File: src/rtl/naneye_tx_encoder.sv
// NanEye-style serial transmitter: 10-bit pixels in over valid/ready, Manchester-coded
// words framed by a constant-high frame sync and constant-low line syncs on TX_DATA.
module naneye_tx_encoder #(
   parameter int D_WIDTH         = 10,
   parameter int COLS            = 250,
   parameter int ROWS            = 250,
   parameter int HALF_DIV        = 1,
   parameter int FRAME_SYNC_BITS = 16,
   parameter int LINE_SYNC_BITS  = 8
) (
   input  logic               CLOCK,
   input  logic               RESET_N,
   input  logic               ENABLE,
   input  logic [D_WIDTH-1:0] PIX_DATA,
   input  logic               PIX_VALID,
   output logic               PIX_READY,
   output logic               TX_DATA,
   output logic               TX_OE_N,
   output logic               FRAME_START,
   output logic               LINE_START,
   output logic               UNDERRUN
);

   // state | meaning
   // IDLE  | output disabled, waiting for ENABLE
   // FSYNC | frame sync, TX_DATA held high (Manchester violation)
   // LSYNC | line sync, TX_DATA held low
   // PIXEL | Manchester words: start, data MSB first, stop

   localparam int WORD_BITS = D_WIDTH + 2;
   localparam int SYNC_MAX  = (FRAME_SYNC_BITS > LINE_SYNC_BITS) ? FRAME_SYNC_BITS : LINE_SYNC_BITS;
   localparam int BIT_RANGE = (SYNC_MAX > WORD_BITS) ? SYNC_MAX : WORD_BITS;
   localparam int HALF_W    = (HALF_DIV > 1)  ? $clog2(HALF_DIV)  : 1;
   localparam int BIT_W     = (BIT_RANGE > 1) ? $clog2(BIT_RANGE) : 1;
   localparam int COL_W     = (COLS > 1)      ? $clog2(COLS)      : 1;
   localparam int ROW_W     = (ROWS > 1)      ? $clog2(ROWS)      : 1;

   localparam logic [HALF_W-1:0] HALF_LAST = HALF_W'(HALF_DIV - 1);
   localparam logic [BIT_W-1:0]  FS_LAST   = BIT_W'(FRAME_SYNC_BITS - 1);
   localparam logic [BIT_W-1:0]  LS_LAST   = BIT_W'(LINE_SYNC_BITS - 1);
   localparam logic [BIT_W-1:0]  WORD_LAST = BIT_W'(WORD_BITS - 1);
   localparam logic [COL_W-1:0]  COL_LAST  = COL_W'(COLS - 1);
   localparam logic [ROW_W-1:0]  ROW_LAST  = ROW_W'(ROWS - 1);

   typedef enum logic [1:0] {IDLE, FSYNC, LSYNC, PIXEL} state_t;

   state_t              state, state_nxt;
   logic [HALF_W-1:0]   half_cnt, half_nxt;
   logic                phase, phase_nxt;
   logic [BIT_W-1:0]    bit_cnt, bit_nxt;
   logic [COL_W-1:0]    col_cnt, col_nxt;
   logic [ROW_W-1:0]    row_cnt, row_nxt;
   logic [D_WIDTH-1:0]  word, word_nxt;
   logic                tx_data_nxt, tx_oe_n_nxt, pix_ready_nxt;
   logic                frame_start_nxt, line_start_nxt, underrun_nxt;
   logic                half_end, bit_end, slot_end_nxt, bit_val;
   logic [WORD_BITS-1:0] frame_bits;

   always_ff @(posedge CLOCK or negedge RESET_N) begin
      if (!RESET_N) begin
         state       <= IDLE;
         half_cnt    <= '0;
         phase       <= 1'b0;
         bit_cnt     <= '0;
         col_cnt     <= '0;
         row_cnt     <= '0;
         word        <= '0;
         TX_DATA     <= 1'b0;
         TX_OE_N     <= 1'b1;
         PIX_READY   <= 1'b0;
         FRAME_START <= 1'b0;
         LINE_START  <= 1'b0;
         UNDERRUN    <= 1'b0;
      end else begin
         state       <= state_nxt;
         half_cnt    <= half_nxt;
         phase       <= phase_nxt;
         bit_cnt     <= bit_nxt;
         col_cnt     <= col_nxt;
         row_cnt     <= row_nxt;
         word        <= word_nxt;
         TX_DATA     <= tx_data_nxt;
         TX_OE_N     <= tx_oe_n_nxt;
         PIX_READY   <= pix_ready_nxt;
         FRAME_START <= frame_start_nxt;
         LINE_START  <= line_start_nxt;
         UNDERRUN    <= underrun_nxt;
      end
   end

   always_comb begin
      state_nxt       = state;
      half_nxt        = half_cnt;
      phase_nxt       = phase;
      bit_nxt         = bit_cnt;
      col_nxt         = col_cnt;
      row_nxt         = row_cnt;
      frame_start_nxt = 1'b0;
      line_start_nxt  = 1'b0;
      // PIX_READY marks the transfer edge; a missing pixel is sent as zero, never retried
      word_nxt        = PIX_READY ? (PIX_VALID ? PIX_DATA : '0) : word;
      underrun_nxt    = PIX_READY & ~PIX_VALID;
      half_end        = (half_cnt == HALF_LAST);
      bit_end         = half_end & phase;

      if (state == IDLE) begin
         if (ENABLE) begin
            state_nxt       = FSYNC;
            half_nxt        = '0;
            phase_nxt       = 1'b0;
            bit_nxt         = '0;
            col_nxt         = '0;
            row_nxt         = '0;
            frame_start_nxt = 1'b1;
         end
      end else begin
         if (half_end) begin
            half_nxt  = '0;
            phase_nxt = ~phase;
         end else begin
            half_nxt  = half_cnt + 1'b1;
         end
         if (bit_end) begin
            bit_nxt = bit_cnt + 1'b1;
            case (state)
               FSYNC: begin
                  if (bit_cnt == FS_LAST) begin
                     state_nxt      = LSYNC;
                     bit_nxt        = '0;
                     row_nxt        = '0;
                     line_start_nxt = 1'b1;
                  end
               end
               LSYNC: begin
                  if (bit_cnt == LS_LAST) begin
                     state_nxt = PIXEL;
                     bit_nxt   = '0;
                     col_nxt   = '0;
                  end
               end
               PIXEL: begin
                  if (bit_cnt == WORD_LAST) begin
                     bit_nxt = '0;
                     if (col_cnt != COL_LAST) begin
                        col_nxt = col_cnt + 1'b1;
                     end else if (row_cnt != ROW_LAST) begin
                        row_nxt        = row_cnt + 1'b1;
                        state_nxt      = LSYNC;
                        line_start_nxt = 1'b1;
                     end else if (ENABLE) begin
                        state_nxt       = FSYNC;
                        frame_start_nxt = 1'b1;
                     end else begin
                        state_nxt = IDLE;
                        col_nxt   = '0;
                        row_nxt   = '0;
                     end
                  end
               end
               default: ;
            endcase
         end
      end

      frame_bits = {1'b1, word_nxt, 1'b0};
      bit_val    = 1'b0;
      for (int i = 0; i < WORD_BITS; i++) begin
         if (bit_nxt == BIT_W'(WORD_BITS - 1 - i)) bit_val = frame_bits[i];
      end

      case (state_nxt)
         FSYNC:   tx_data_nxt = 1'b1;
         PIXEL:   tx_data_nxt = bit_val ^ phase_nxt;
         default: tx_data_nxt = 1'b0;
      endcase
      tx_oe_n_nxt = (state_nxt == IDLE);

      // ready lands on the final cycle of the period that precedes each word
      slot_end_nxt  = (half_nxt == HALF_LAST) & phase_nxt;
      pix_ready_nxt = slot_end_nxt &
                      (((state_nxt == LSYNC) && (bit_nxt == LS_LAST)) ||
                       ((state_nxt == PIXEL) && (bit_nxt == WORD_LAST) && (col_nxt != COL_LAST)));
   end

endmodule

File: config.mk
export PLATFORM = sky130hd
export DESIGN_NAME = naneye_tx_encoder
export DESIGN_NICKNAME = d
export VERILOG_FILES = /design/src/rtl/naneye_tx_encoder.sv
export SDC_FILE = /design/constraint.sdc
export NUM_CORES = 1
export LEC_CHECK = 0
export CAP_MARGIN = 25
export CORE_UTILIZATION = 25
export CTS_BUF_LIST = sky130_fd_sc_hd__clkbuf_8
export CTS_CLUSTER_DIAMETER = 50
export DETAILED_ROUTE_END_ITERATION = 10
export GPL_ROUTABILITY_DRIVEN = 0
export SLEW_MARGIN = 40
export SYNTH_ARGS = -nofsm -noshare
export SYNTH_HDL_FRONTEND = slang
export SYNTH_SLANG_ARGS = --single-unit
File: constraint.sdc
create_clock -name CLOCK -period 5.8 [get_ports CLOCK]
set_clock_uncertainty 0.1 [all_clocks]
set_input_delay 1.45 -clock CLOCK [delete_from_list [all_inputs] [get_ports CLOCK]]
set_output_delay 1.45 -clock CLOCK [all_outputs]
set_load 0.01 [all_outputs]
==> metrics.cfg <==
[synthesis]
synth_edf_count=0
ys_warn_count=0
synth_area_leader_cell=dfrtp_1
synth.avg_cell_area_um2=8.571
synth_common_cells=dfrtp_1, nand2_1, o21ai_0
yosysMostFrequentCell=dfrtp_1
synthFlopType=dfrtp_1
ys_types=71
ys_seq_area_frac=0.3736
synth_top_area_share=0.3638
synth_nets=333
synthTopCellsByArea=dfrtp_1, o21ai_0, nand2_1
ys_ff_latch=40
synth-async-reset-ratio=1.000
netlist_area_mm2=0.002683
synth_cells=313

[drt]
vias=2380
firstDrtPassIters=5
highest_layer=met4
drc=0
wl_per_cell_um=14.23
wl_met3_um=335
finalWirelength_um=6533
met2_length_um=2916
vias_per_cell=5.185
drt_iter0_markers=212
drt-met1-wl_um=3165
ant_nets=0

[clock_network]
clock_sinks=40
clock_latency_ns=0.29
cts_buffers=5
post-cts-setup-buffer-count=0
h-tree-depth=2
ctsResizeCount=0
path_clk_slew_ns=0.07
cts_hold_buffers=0
clk_path_buf_depth=2
cts_tree=built
cts-root-buf=clkbuf_8

[timing]
tightestPinTransition_ns=0.8051
setup_violations=0
fin_ws_ns=2.019
final-hold-violation-count=0
slew_headroom=0.4592
period_needed_ns=3.781
maxSlewViolCount=0
rsz0062_at_grt=false
max_freq_ghz=0.2645
tns_ns=0
period_share=0.6519

[critical_path]
critical-path-max-stage-delay_ns=0.73
crit_arrival_ns=3.92
cp_max_fo=8
cp-start-kind=primary input
worst-path-buf-inv=1
crit_slowest_cell=nor3_1
crit_path_end_kind=flop
critPathKind=in2reg
required_ns=5.94
cp_common_cell=mux2i_1
cpLargestDelayFamily=simple AND/OR/NAND/NOR gates
path_cells=clkdlybuf4s50_1 > nor3_1 > o21ai_1 > and2_4 > mux2i_1 > o211ai_2 > a22oi_2 > mux2i_1 > a41o_1

[run]
drv_cap=0

[placement]
dp_hpwl_um=4711
port_buffers=19
dp_slack_ns=1.723

[cells_and_area]
multi_input_area_mm2=0.001496
synthToLayoutAreaGrowth_pct=13.06
antenna_cells=0
fin_util=0.2925
drive_gt1_frac=0.1053
nets=343
nFillCells=1121
regArea_mm2=0.001003

[die]
ios=20
die_w_um=105.6
dieHeight_um=105.6
fp.dieArea_mm2=0.01115
coreArea_mm2=0.01037
initial_utilization=0.2587
row_count=37

[power]
p_per_area_mw_per_mm2=444.2
total_power_uw=1347
p_leak_uw=0.001177
vdd_drop_max_v=0.0002973

[grt]
track_usage=0.1252
grt_pass1_vias=2262
grt_overflow_total=0
antenna_found_initial=0
grt_pass1_wl_um=11230
grt_max_degree=41

[status]
status=completed

[worst_hold_path]
worstHoldPathType=reg2reg

[per-layer routing]
layer | up-vias | track usage
li1 | 1158 | -
met1 | 1135 | 0.1742
met2 | 80 | 0.1950
met3 | 7 | 0.02288
met4 | 0 | 0.04167
met5 | - | 0
[cell families after synthesis]
family	count (synthesis)	synth area share
AO/OA/AOI/OAI	92	0.2393
XOR/XNOR	1	0.003266
adder cells (fa/ha/maj)	6	0.02798
buffers and inverters	41	0.06856
flip-flops	40	0.3736
multiplexers	5	0.01912
AND/OR/NAND/NOR	128	0.2682
[power breakdown]
part / internal, uW / switching [uW]
sequential: 351 / 112
combinational: 285 / 424
clock: 80.1 / 95.9
[worst register-to-register path, cell delays in order (launching register included)]
cell      delay (ns)
dfrtp_1         0.41
ha_1            0.35
nand3b_1        0.43
nor4_4          0.53
a21oi_2         0.13
a21o_2          0.30
or2_4           0.30
o41ai_1         0.31
[state kept, by name, indices dropped and copies added (netlist names)]
signal and flops:
TX_OE_N 1, col_cnt 8, state 2, word 10, phase 1, half_cnt 1, PIX_READY 1, UNDERRUN 1
bit_cnt 4, row_cnt 8, FRAME_START 1, TX_DATA 1, LINE_START 1
[final cells by class]
| cell class | count | area share |
|---|---|---|
| Inverter | 25 | 0.03218 |
| Clock inverter | 2 | 0.002888 |
| Sequential cell | 40 | 0.3309 |
| Multi-Input combinational cell | 232 | 0.4934 |
| Tap cell | 136 | 0.05611 |
| Clock buffer | 5 | 0.02269 |
| Timing Repair Buffer | 19 | 0.06188 |
[per-stage QoR]
step / cells / hold slack, ns / cell area [um^2]
2_1_floorplan: 313 / 0.3420 / 2683
3_3_place_gp: 452 / 0.3696 / 2952
3_5_place_dp: 452 / 0.3839 / 2954
4_1_cts: 459 / 0.3927 / 3032
5_1_grt: 459 / 0.4078 / 3033
6_report: 459 / 0.3926 / 3033
[final timing paths]
path / from / endpoint / slack [ns] / cells after the start
worst max register to register: bit_cnt[0]$_DFF_PN0_ / row_cnt[7]$_DFFE_PN0P_ / 2.82 / 7
worst min register to register: row_cnt[7]$_DFFE_PN0P_ / row_cnt[7]$_DFFE_PN0P_ / 0.39 / 1
worst max-delay path: ENABLE / TX_DATA$_DFF_PN0_ / 2.02 / 9
max in group asynchronous: RESET_N / state[1]$_DFF_PN0_ / 4.19 / 1
min in group asynchronous: RESET_N / UNDERRUN$_DFF_PN0_ / 1.03 / 1
worst min-delay path: row_cnt[7]$_DFFE_PN0P_ / row_cnt[7]$_DFFE_PN0P_ / 0.39 / 1
[cell usage in the layout, fill, tap and decap left out, types with 5 or more instances in the layout]
cell type	Yosys	final
inv_1	22	23
ha_1	6	6
clkdlybuf4s50_1	0	18
o21ai_0	31	31
nor2_1	21	21
nand2_1	34	34
a21oi_1	13	13
clkbuf_8	0	5
nand4_1	9	9
nor3_1	11	11
o31ai_1	5	5
dfrtp_1	39	38
nand3_1	16	16
(Power assumes the default switching activity.)
